$ cat src/rtl/adc_mag_lookup_filter_pkg.sv
// Shared types and constants for the ADC magnitude lookup filter.
// Holds the FSM state encoding, the output-select codes and the default accept mask.
package adc_filter_pkg;

  typedef enum logic [2:0] {
    IDLE,
    CONV,
    RD,
    OUT,
    ACK
  } state_t;

  localparam int OUT_RAW = 0;
  localparam int OUT_MAG = 1;
  localparam int OUT_ROM = 2;

  localparam int LAT_MAX = 15;

  // Accepts ROM words 2, 3, 5, 7, 11 and 13.
  localparam logic [15:0] DEF_ACCEPT_MASK = 16'h28AC;

endpackage

$ cat src/rtl/adc_mag_lookup_filter_if.sv
// ADC / ROM / consumer signal bundle; master is the filter, slave is the environment.
// Active-low strobes keep their trailing underscore (mr_, dav_).
interface adc_mag_lookup_filter_if #(
  parameter int W  = 8,
  parameter int DW = 4,
  parameter int CW = 8
);
  logic          soc;
  logic          eoc;
  logic [W-1:0]  x;
  logic          mr_;
  logic [W-1:0]  addr;
  logic [DW-1:0] mdata;
  logic          dav_;
  logic          rfd;
  logic [W-1:0]  y;
  logic [CW-1:0] rej_cnt;
  logic          busy;

  modport master (
    output soc, mr_, addr, dav_, y, rej_cnt, busy,
    input  eoc, x, mdata, rfd
  );

  modport slave (
    input  soc, mr_, addr, dav_, y, rej_cnt, busy,
    output eoc, x, mdata, rfd
  );

endinterface

$ cat src/rtl/adc_mag_lookup_filter_signed_mag.sv
// Combinational two's-complement magnitude; the most negative value maps to itself,
// which read as unsigned is exactly its magnitude.
module signed_mag #(
  parameter int W = 8
) (
  input  logic [W-1:0] x,
  output logic [W-1:0] mag
);

  assign mag = x[W-1] ? ((~x) + {{(W-1){1'b0}}, 1'b1}) : x;

endmodule

$ cat src/rtl/adc_mag_lookup_filter.sv
// ADC sample -> ROM lookup at |x| -> accept-mask filter -> DAV_/RFD hand-off to consumer.
// ROM word sampled MEM_LAT+1 edges after mr_ falls; the FSM stalls in OUT/ACK until the consumer handshakes.
module adc_mag_lookup_filter
  import adc_filter_pkg::*;
#(
  parameter int               W           = 8,
  parameter int               DW          = 4,
  parameter int               MEM_LAT     = 1,
  parameter logic [2**DW-1:0] ACCEPT_MASK = DEF_ACCEPT_MASK,
  parameter int               OUT_SEL     = OUT_RAW,
  parameter int               CW          = 8
) (
  input logic                   clock,
  input logic                   reset,
  adc_mag_lookup_filter_if.master bus
);

  if (DW > W) begin : g_bad_dw
    $error("adc_mag_lookup_filter: DW must not exceed W");
  end
  if (OUT_SEL < OUT_RAW || OUT_SEL > OUT_ROM) begin : g_bad_sel
    $error("adc_mag_lookup_filter: OUT_SEL must be 0, 1 or 2");
  end
  if (MEM_LAT < 0 || MEM_LAT > LAT_MAX) begin : g_bad_lat
    $error("adc_mag_lookup_filter: MEM_LAT must be in 0..15");
  end

  state_t        state;
  logic [3:0]    cnt;
  logic [W-1:0]  x_q;
  logic [W-1:0]  mag_x;
  logic [W-1:0]  mag_q;
  logic [W-1:0]  sel_val;
  logic          soc;
  logic          mr_;
  logic          dav_;
  logic [W-1:0]  addr;
  logic [W-1:0]  y;
  logic [CW-1:0] rej_cnt;

  // Live magnitude drives the ROM address; the latched one feeds y.
  signed_mag #(.W(W)) u_mag_addr (.x(bus.x), .mag(mag_x));
  signed_mag #(.W(W)) u_mag_y    (.x(x_q),   .mag(mag_q));

  always_comb begin
    sel_val = x_q;
    case (OUT_SEL)
      OUT_MAG: sel_val = mag_q;
      OUT_ROM: sel_val = W'(bus.mdata);
      default: sel_val = x_q;
    endcase
  end

  always_ff @(posedge clock) begin
    if (reset) begin
      state   <= IDLE;
      cnt     <= 4'd0;
      x_q     <= '0;
      soc     <= 1'b0;
      mr_     <= 1'b1;
      dav_    <= 1'b1;
      addr    <= '0;
      y       <= '0;
      rej_cnt <= '0;
    end else begin
      case (state)
        IDLE: begin
          soc <= 1'b1;
          if (soc && !bus.eoc) begin
            soc   <= 1'b0;
            state <= CONV;
          end
        end
        CONV: begin
          if (bus.eoc) begin
            x_q   <= bus.x;
            addr  <= mag_x;
            mr_   <= 1'b0;
            cnt   <= 4'(MEM_LAT);
            state <= RD;
          end
        end
        RD: begin
          if (cnt != 4'd0) begin
            cnt <= cnt - 4'd1;
          end else begin
            mr_ <= 1'b1;
            if (ACCEPT_MASK[bus.mdata]) begin
              y     <= sel_val;
              dav_  <= 1'b0;
              state <= OUT;
            end else begin
              if (rej_cnt != {CW{1'b1}}) rej_cnt <= rej_cnt + CW'(1);
              state <= IDLE;
            end
          end
        end
        OUT: begin
          if (!bus.rfd) begin
            dav_  <= 1'b1;
            state <= ACK;
          end
        end
        ACK: begin
          if (bus.rfd) state <= IDLE;
        end
        default: state <= IDLE;
      endcase
    end
  end

  assign bus.soc     = soc;
  assign bus.mr_     = mr_;
  assign bus.dav_    = dav_;
  assign bus.addr    = addr;
  assign bus.y       = y;
  assign bus.rej_cnt = rej_cnt;
  assign bus.busy    = (state != IDLE);

endmodule
$ cat src/flat_wrapper.sv
// flat-port wrapper written by rule: the top's interface ports become plain ports
module adc_mag_lookup_filter_flat import adc_filter_pkg::*;
#(
  parameter int               W           = 8,
  parameter int               DW          = 4,
  parameter int               MEM_LAT     = 1,
  parameter logic [2**DW-1:0] ACCEPT_MASK = DEF_ACCEPT_MASK,
  parameter int               OUT_SEL     = OUT_RAW,
  parameter int               CW          = 8
)
  (clock, reset, bus_soc, bus_mr_, bus_addr, bus_dav_, bus_y, bus_rej_cnt, bus_busy, bus_eoc, bus_x, bus_mdata, bus_rfd);
  adc_mag_lookup_filter_if #(.W(W), .DW(DW), .CW(CW)) bus_i ();
  input logic clock;
  input logic reset;
  output wire logic [$bits(bus_i.soc)-1:0] bus_soc;
  output wire logic [$bits(bus_i.mr_)-1:0] bus_mr_;
  output wire logic [$bits(bus_i.addr)-1:0] bus_addr;
  output wire logic [$bits(bus_i.dav_)-1:0] bus_dav_;
  output wire logic [$bits(bus_i.y)-1:0] bus_y;
  output wire logic [$bits(bus_i.rej_cnt)-1:0] bus_rej_cnt;
  output wire logic [$bits(bus_i.busy)-1:0] bus_busy;
  input wire logic [$bits(bus_i.eoc)-1:0] bus_eoc;
  input wire logic [$bits(bus_i.x)-1:0] bus_x;
  input wire logic [$bits(bus_i.mdata)-1:0] bus_mdata;
  input wire logic [$bits(bus_i.rfd)-1:0] bus_rfd;
  assign bus_soc = bus_i.soc;
  assign bus_mr_ = bus_i.mr_;
  assign bus_addr = bus_i.addr;
  assign bus_dav_ = bus_i.dav_;
  assign bus_y = bus_i.y;
  assign bus_rej_cnt = bus_i.rej_cnt;
  assign bus_busy = bus_i.busy;
  assign bus_i.eoc = bus_eoc;
  assign bus_i.x = bus_x;
  assign bus_i.mdata = bus_mdata;
  assign bus_i.rfd = bus_rfd;
  adc_mag_lookup_filter #(.W(W), .DW(DW), .MEM_LAT(MEM_LAT), .ACCEPT_MASK(ACCEPT_MASK), .OUT_SEL(OUT_SEL), .CW(CW)) u_core (.clock(clock), .reset(reset), .bus(bus_i));
endmodule
$ cat config.mk
export PLATFORM = sky130hd
export DESIGN_NAME = adc_mag_lookup_filter_flat
export DESIGN_NICKNAME = d
export VERILOG_FILES = /design/src/rtl/adc_mag_lookup_filter_pkg.sv /design/src/rtl/adc_mag_lookup_filter_if.sv /design/src/rtl/adc_mag_lookup_filter_signed_mag.sv /design/src/rtl/adc_mag_lookup_filter.sv /design/src/flat_wrapper.sv
export SDC_FILE = /design/constraint.sdc
export NUM_CORES = 1
export LEC_CHECK = 0
export BUFFER_PORTS_ARGS = -buffer_cell sky130_fd_sc_hd__buf_2
export CAP_MARGIN = 10
export CORE_MARGIN = 3
export CORE_UTILIZATION = 53
export CTS_CLUSTER_DIAMETER = 150
export DETAILED_ROUTE_END_ITERATION = 10
export PLACE_DENSITY_LB_ADDON = 0.08
export SYNTH_ARGS = -nofsm -noshare
export SYNTH_HDL_FRONTEND = slang
export SYNTH_SLANG_ARGS = --single-unit
$ cat constraint.sdc
create_clock -name clock -period 2.3 [get_ports clock]
set_input_delay 0.23 -clock clock [delete_from_list [all_inputs] [get_ports clock]]
set_output_delay 0.23 -clock clock [all_outputs]
set_load 0.005 [all_outputs]
==> impl_metrics.xml <==
<?xml version="1.0" encoding="UTF-8"?>
<metrics>
  <group name="clock_tree">
    <metric name="cts_repair_resize_count" unit="">0</metric>
    <metric name="ctsRootBufferMaster" unit="">sky130_fd_sc_hd__clkbuf_8</metric>
    <metric name="tritoncts" unit="">built</metric>
    <metric name="cts.sinks" unit="">41</metric>
    <metric name="clock_latency" unit="ns">0.30</metric>
    <metric name="cts_inserted_buffers" unit="">5</metric>
    <metric name="clock_path_buffers" unit="">2</metric>
    <metric name="hold_buffers" unit="">0</metric>
    <metric name="post-cts-setup-buffer-count" unit="">0</metric>
    <metric name="clock_transition_time_at_the_flip_flop_clock_pins_of_the_worst_setup_and_hold_paths" unit="ns">0.09</metric>
    <metric name="clock_tree.htree_level_count" unit="">2</metric>
  </group>
  <group name="cells_and_area">
    <metric name="layout.cells.most_common_list" unit="">sky130_fd_sc_hd__buf_2 (43), sky130_fd_sc_hd__dfxtp_1 (41), sky130_fd_sc_hd__a21oi_1 (27), sky130_fd_sc_hd__nand2_1 (25), sky130_fd_sc_hd__o21ai_0 (15)</metric>
    <metric name="diodes" unit="">0</metric>
    <metric name="multi_input_area" unit="sq um">1030</metric>
    <metric name="most_frequent_standard_cell_in_the_layout_excluding_fill_and_tap_cells" unit="">sky130_fd_sc_hd__buf_2</metric>
    <metric name="final_net_count" unit="">295</metric>
    <metric name="instances_no_fill" unit="">322</metric>
    <metric name="final_cell_area" unit="sq um">2300</metric>
    <metric name="layout.filler_cells" unit="">305</metric>
    <metric name="area_growth_syn_to_layout" unit="%">17.8</metric>
    <metric name="ff_latch_area" unit="sq um">821</metric>
    <metric name="layout-drive-gt1-share" unit="%">24.6</metric>
  </group>
  <group name="route">
    <metric name="dr_wl_met3" unit="um">182</metric>
    <metric name="via_per_inst" unit="">5.40</metric>
    <metric name="dr_wl_met2" unit="mm">1.85</metric>
    <metric name="drc" unit="">0</metric>
    <metric name="topRoutingLayerUsed" unit="">met4</metric>
    <metric name="drt_iter0_drc" unit="">111</metric>
    <metric name="drt_pass1_iterations" unit="">4</metric>
    <metric name="routed_met1_length" unit="mm">1.91</metric>
    <metric name="vias" unit="">1738</metric>
    <metric name="average_wire_length_per_cell_after_detail_routing" unit="um">12.4</metric>
    <metric name="wirelength" unit="mm">3.99</metric>
    <metric name="detail-route-antenna-nets" unit="">0</metric>
  </group>
  <group name="min_path">
    <metric name="timing.hold.worst.class" unit="">primary input to flip-flop</metric>
  </group>
  <group name="placed_design">
    <metric name="portBuffers" unit="">43</metric>
    <metric name="detailedPlacementHpwl" unit="mm">2.87</metric>
    <metric name="place.detailed.instances" unit="">314</metric>
    <metric name="placedInstanceArea" unit="sq um">2200</metric>
    <metric name="place.gp.congestion" unit="">0.748</metric>
  </group>
  <group name="power">
    <metric name="power.switching_fraction" unit="%">26.8</metric>
    <metric name="pwr-share-seq" unit="%">53.6</metric>
    <metric name="combinational_share_of_power" unit="%">11.1</metric>
    <metric name="cellInternalPower" unit="mW">1.01</metric>
    <metric name="p_switching" unit="mW">0.370</metric>
    <metric name="clock_power_share" unit="%">35.3</metric>
    <metric name="irDropWorstVdd" unit="V">0.000517</metric>
    <metric name="cellPowerDensity" unit="nW/um^2">601</metric>
    <metric name="static-leakage-power" unit="nW">0.884</metric>
  </group>
  <group name="logic_synthesis">
    <metric name="synthesis.nets" unit="">253</metric>
    <metric name="synth_top_family_by_area" unit="">simple AND/OR/NAND/NOR gates</metric>
    <metric name="synth_compound_gate_area_share" unit="%">18.4</metric>
    <metric name="yosys.area_share.xor_xnor" unit="%">3.14</metric>
    <metric name="async_flop_share" unit="%">0</metric>
    <metric name="ys_seq_area_share" unit="%">42.1</metric>
    <metric name="synth-main-ff-cell" unit="">sky130_fd_sc_hd__dfxtp_1</metric>
    <metric name="syn_inst" unit="">233</metric>
    <metric name="mappedNetlistArea" unit="sq um">1950</metric>
    <metric name="synth_simple_gate_area_share" unit="%">26.7</metric>
    <metric name="synthMuxAreaShare" unit="%">1.67</metric>
    <metric name="postSynthAreaPerCell" unit="sq um">8.37</metric>
    <metric name="synth_enable_flop_cells" unit="">0</metric>
    <metric name="synth-adder-area-share" unit="%">2.57</metric>
    <metric name="synth-warning-count" unit="">0</metric>
    <metric name="synth_cell_types" unit="">44</metric>
    <metric name="synth_seq_cells" unit="">41</metric>
  </group>
  <group name="sta">
    <metric name="max_clock_freq" unit="MHz">489</metric>
    <metric name="final_period_minus_worst_setup_slack" unit="ns">2.05</metric>
    <metric name="number_of_max_slew_violations_in_the_final_report" unit="">0</metric>
    <metric name="finalClockSkew" unit="ns">0.00757</metric>
    <metric name="grt_setup_unrepaired" unit="">no</metric>
    <metric name="slew-limit-headroom" unit="%">46.4</metric>
    <metric name="endpoints_failing_hold" unit="">0</metric>
    <metric name="final_min_period_over_clock_period" unit="%">88.9</metric>
    <metric name="worst_max_slew_pin_slew" unit="ns">0.803</metric>
    <metric name="setup_viol" unit="">0</metric>
    <metric name="fin_tns_setup" unit="ns">0</metric>
  </group>
  <group name="die">
    <metric name="io-pin-count" unit="">44</metric>
    <metric name="std_cell_rows" unit="">21</metric>
    <metric name="die_w" unit="um">66.7</metric>
    <metric name="design.die.area" unit="sq um">4440</metric>
    <metric name="starting_density_of_the_core" unit="%">56.7</metric>
    <metric name="core_area" unit="sq um">3440</metric>
    <metric name="floorplan.die.height" unit="um">66.7</metric>
  </group>
  <group name="status">
    <metric name="outcome" unit="">complete, no violations</metric>
  </group>
  <group name="flow_run">
    <metric name="cap_viol_max_count" unit="">0</metric>
  </group>
  <group name="worst_setup_path">
    <metric name="timing.critical_path.from_type" unit="">flip-flop</metric>
    <metric name="max_stage_delay" unit="ns">0.37</metric>
    <metric name="crit_family" unit="">simple AND/OR/NAND/NOR gates</metric>
    <metric name="timing.critical_path.fanout_max" unit="">15</metric>
    <metric name="critical-path-slowest-cell" unit="">sky130_fd_sc_hd__nor4_1</metric>
    <metric name="crit_buf_inv" unit="">1</metric>
    <metric name="critical_path_capture_point_type" unit="">flip-flop</metric>
    <metric name="required" unit="ns">2.49</metric>
    <metric name="timing.critical_path.arrival" unit="ns">2.24</metric>
    <metric name="path_class" unit="">flip-flop to flip-flop</metric>
    <metric name="worstPathCellList" unit="">inv_1 -&gt; ha_1 -&gt; nor3b_2 -&gt; o311ai_2 -&gt; nor4_1 -&gt; mux2_2</metric>
  </group>
  <group name="global_route">
    <metric name="initial_antenna_violation_count" unit="">0</metric>
    <metric name="gr-usage-all-layers" unit="%">18.9</metric>
    <metric name="number_of_global_route_vias_before_repair" unit="">1499</metric>
    <metric name="grt_start_max_net_pins" unit="">27</metric>
    <metric name="grt_overflow" unit="">0</metric>
    <metric name="grt_pass1_wl" unit="mm">6.57</metric>
  </group>
</metrics>
-- flip-flops by register name, summed over array words and instances, names as in the netlist --
register and count:
u_core.bus.addr 8, u_core.sel_val 7, u_core.bus.rej_cnt 8, u_core.bus.y 8, u_core.cnt 4, u_core.bus.soc 1
u_core.bus.mr_ 1, u_core.state 3, u_core.bus.dav_ 1
-- cell families after synthesis --
kind of cell / count (synthesis)
flip-flops: 41
adder cells (fa/ha/maj): 4
AO/OA/AOI/OAI: 60
XOR/XNOR: 7
multiplexers: 3
AND/OR/NAND/NOR: 95
buffers and inverters: 23
-- worst register-to-register path, cell delays in order (launching register included) --
cell and delay (ns):
sky130_fd_sc_hd__dfxtp_1 0.32, sky130_fd_sc_hd__inv_1 0.10, sky130_fd_sc_hd__ha_1 0.16, sky130_fd_sc_hd__nor3b_2 0.29, sky130_fd_sc_hd__o311ai_2 0.33, sky130_fd_sc_hd__nor4_1 0.37, sky130_fd_sc_hd__mux2_2 0.37
-- final cells by class --
| cell class | instances | area share (%) |
|---|---|---|
| inverter | 8 | 1.31 |
| tap | 46 | 2.50 |
| multi-input combinational | 169 | 44.7 |
| clock inverter | 3 | 1.09 |
| timing repair buffer | 50 | 11.6 |
| sequential | 41 | 35.7 |
| clock buffer | 5 | 2.99 |
-- cells in the mapped netlist, types with 2 or more instances --
library cell               count  share of area (%)
sky130_fd_sc_hd__or3_1         5                1.6
sky130_fd_sc_hd__nor3_1        8                2.1
sky130_fd_sc_hd__nor3b_1       3                1.2
sky130_fd_sc_hd__o31ai_1       6                2.3
sky130_fd_sc_hd__ha_1          4                2.6
sky130_fd_sc_hd__dfxtp_1      41                 42
sky130_fd_sc_hd__clkbuf_1     10                1.9
sky130_fd_sc_hd__xor2_1        5                2.2
sky130_fd_sc_hd__o21ai_0      15                3.8
sky130_fd_sc_hd__or4_1         4                1.5
sky130_fd_sc_hd__and3_1        2               0.64
sky130_fd_sc_hd__nor2b_1       5                1.6
sky130_fd_sc_hd__nor2_1       13                2.5
sky130_fd_sc_hd__xnor2_1       2               0.90
sky130_fd_sc_hd__nand3_1      12                3.1
sky130_fd_sc_hd__mux2_2        2                1.2
sky130_fd_sc_hd__nand4_1       2               0.64
sky130_fd_sc_hd__a21oi_1      27                6.9
sky130_fd_sc_hd__nand2_1      25                4.8
sky130_fd_sc_hd__a211oi_1      6                2.3
sky130_fd_sc_hd__nand2b_1      4                1.3
sky130_fd_sc_hd__inv_1         8                1.5
sky130_fd_sc_hd__nand3b_1      2               0.77
sky130_fd_sc_hd__buf_6         2                1.2
-- through the flow --
stage | worst slack (ns) | utilization (%) | power (mW) | hold WS (ns)
floorplan | 0.583 | - | 0.857 | 0.309
global placement | 0.365 | 64.0 | 0.909 | 0.444
detailed placement | 0.246 | 64.0 | 0.910 | 0.449
CTS | 0.219 | 66.8 | 1.40 | 0.137
global route | 0.0672 | 66.8 | 1.44 | 0.145
finish | 0.255 | 66.8 | 1.38 | 0.147
-- power by group through the flow --
stage                     Sequential, mW  Combinational, mW  Clock [mW]
after global placement             0.756              0.153           0
final                              0.740              0.153       0.487
after global routing               0.743              0.173       0.519
after detailed placement           0.757              0.153           0
after CTS                          0.740              0.154       0.502
after floorplan                    0.753              0.105           0
-- worst paths after layout --
kind	slack (ns)	startpoint	cells past startpoint	end
worst max-delay path	0.25	u_core.cnt[0]	6	u_core.bus.rej_cnt[7]
worst min-delay path	0.15	bus_rfd	2	u_core.state[2]
worst max register to register	0.25	u_core.cnt[0]	6	u_core.bus.rej_cnt[7]
worst min register to register	0.46	u_core.bus.addr[7]	2	u_core.bus.addr[7]
-- routing by layer --
metal | vias to the layer above | GRT usage [%]
met4 | 0 | 6.09
li1 | 909 | -
met3 | 5 | 4.05
met2 | 33 | 30.8
met5 | - | 0
met1 | 791 | 24.8
Note: power is estimated with default switching activity, not from simulation.
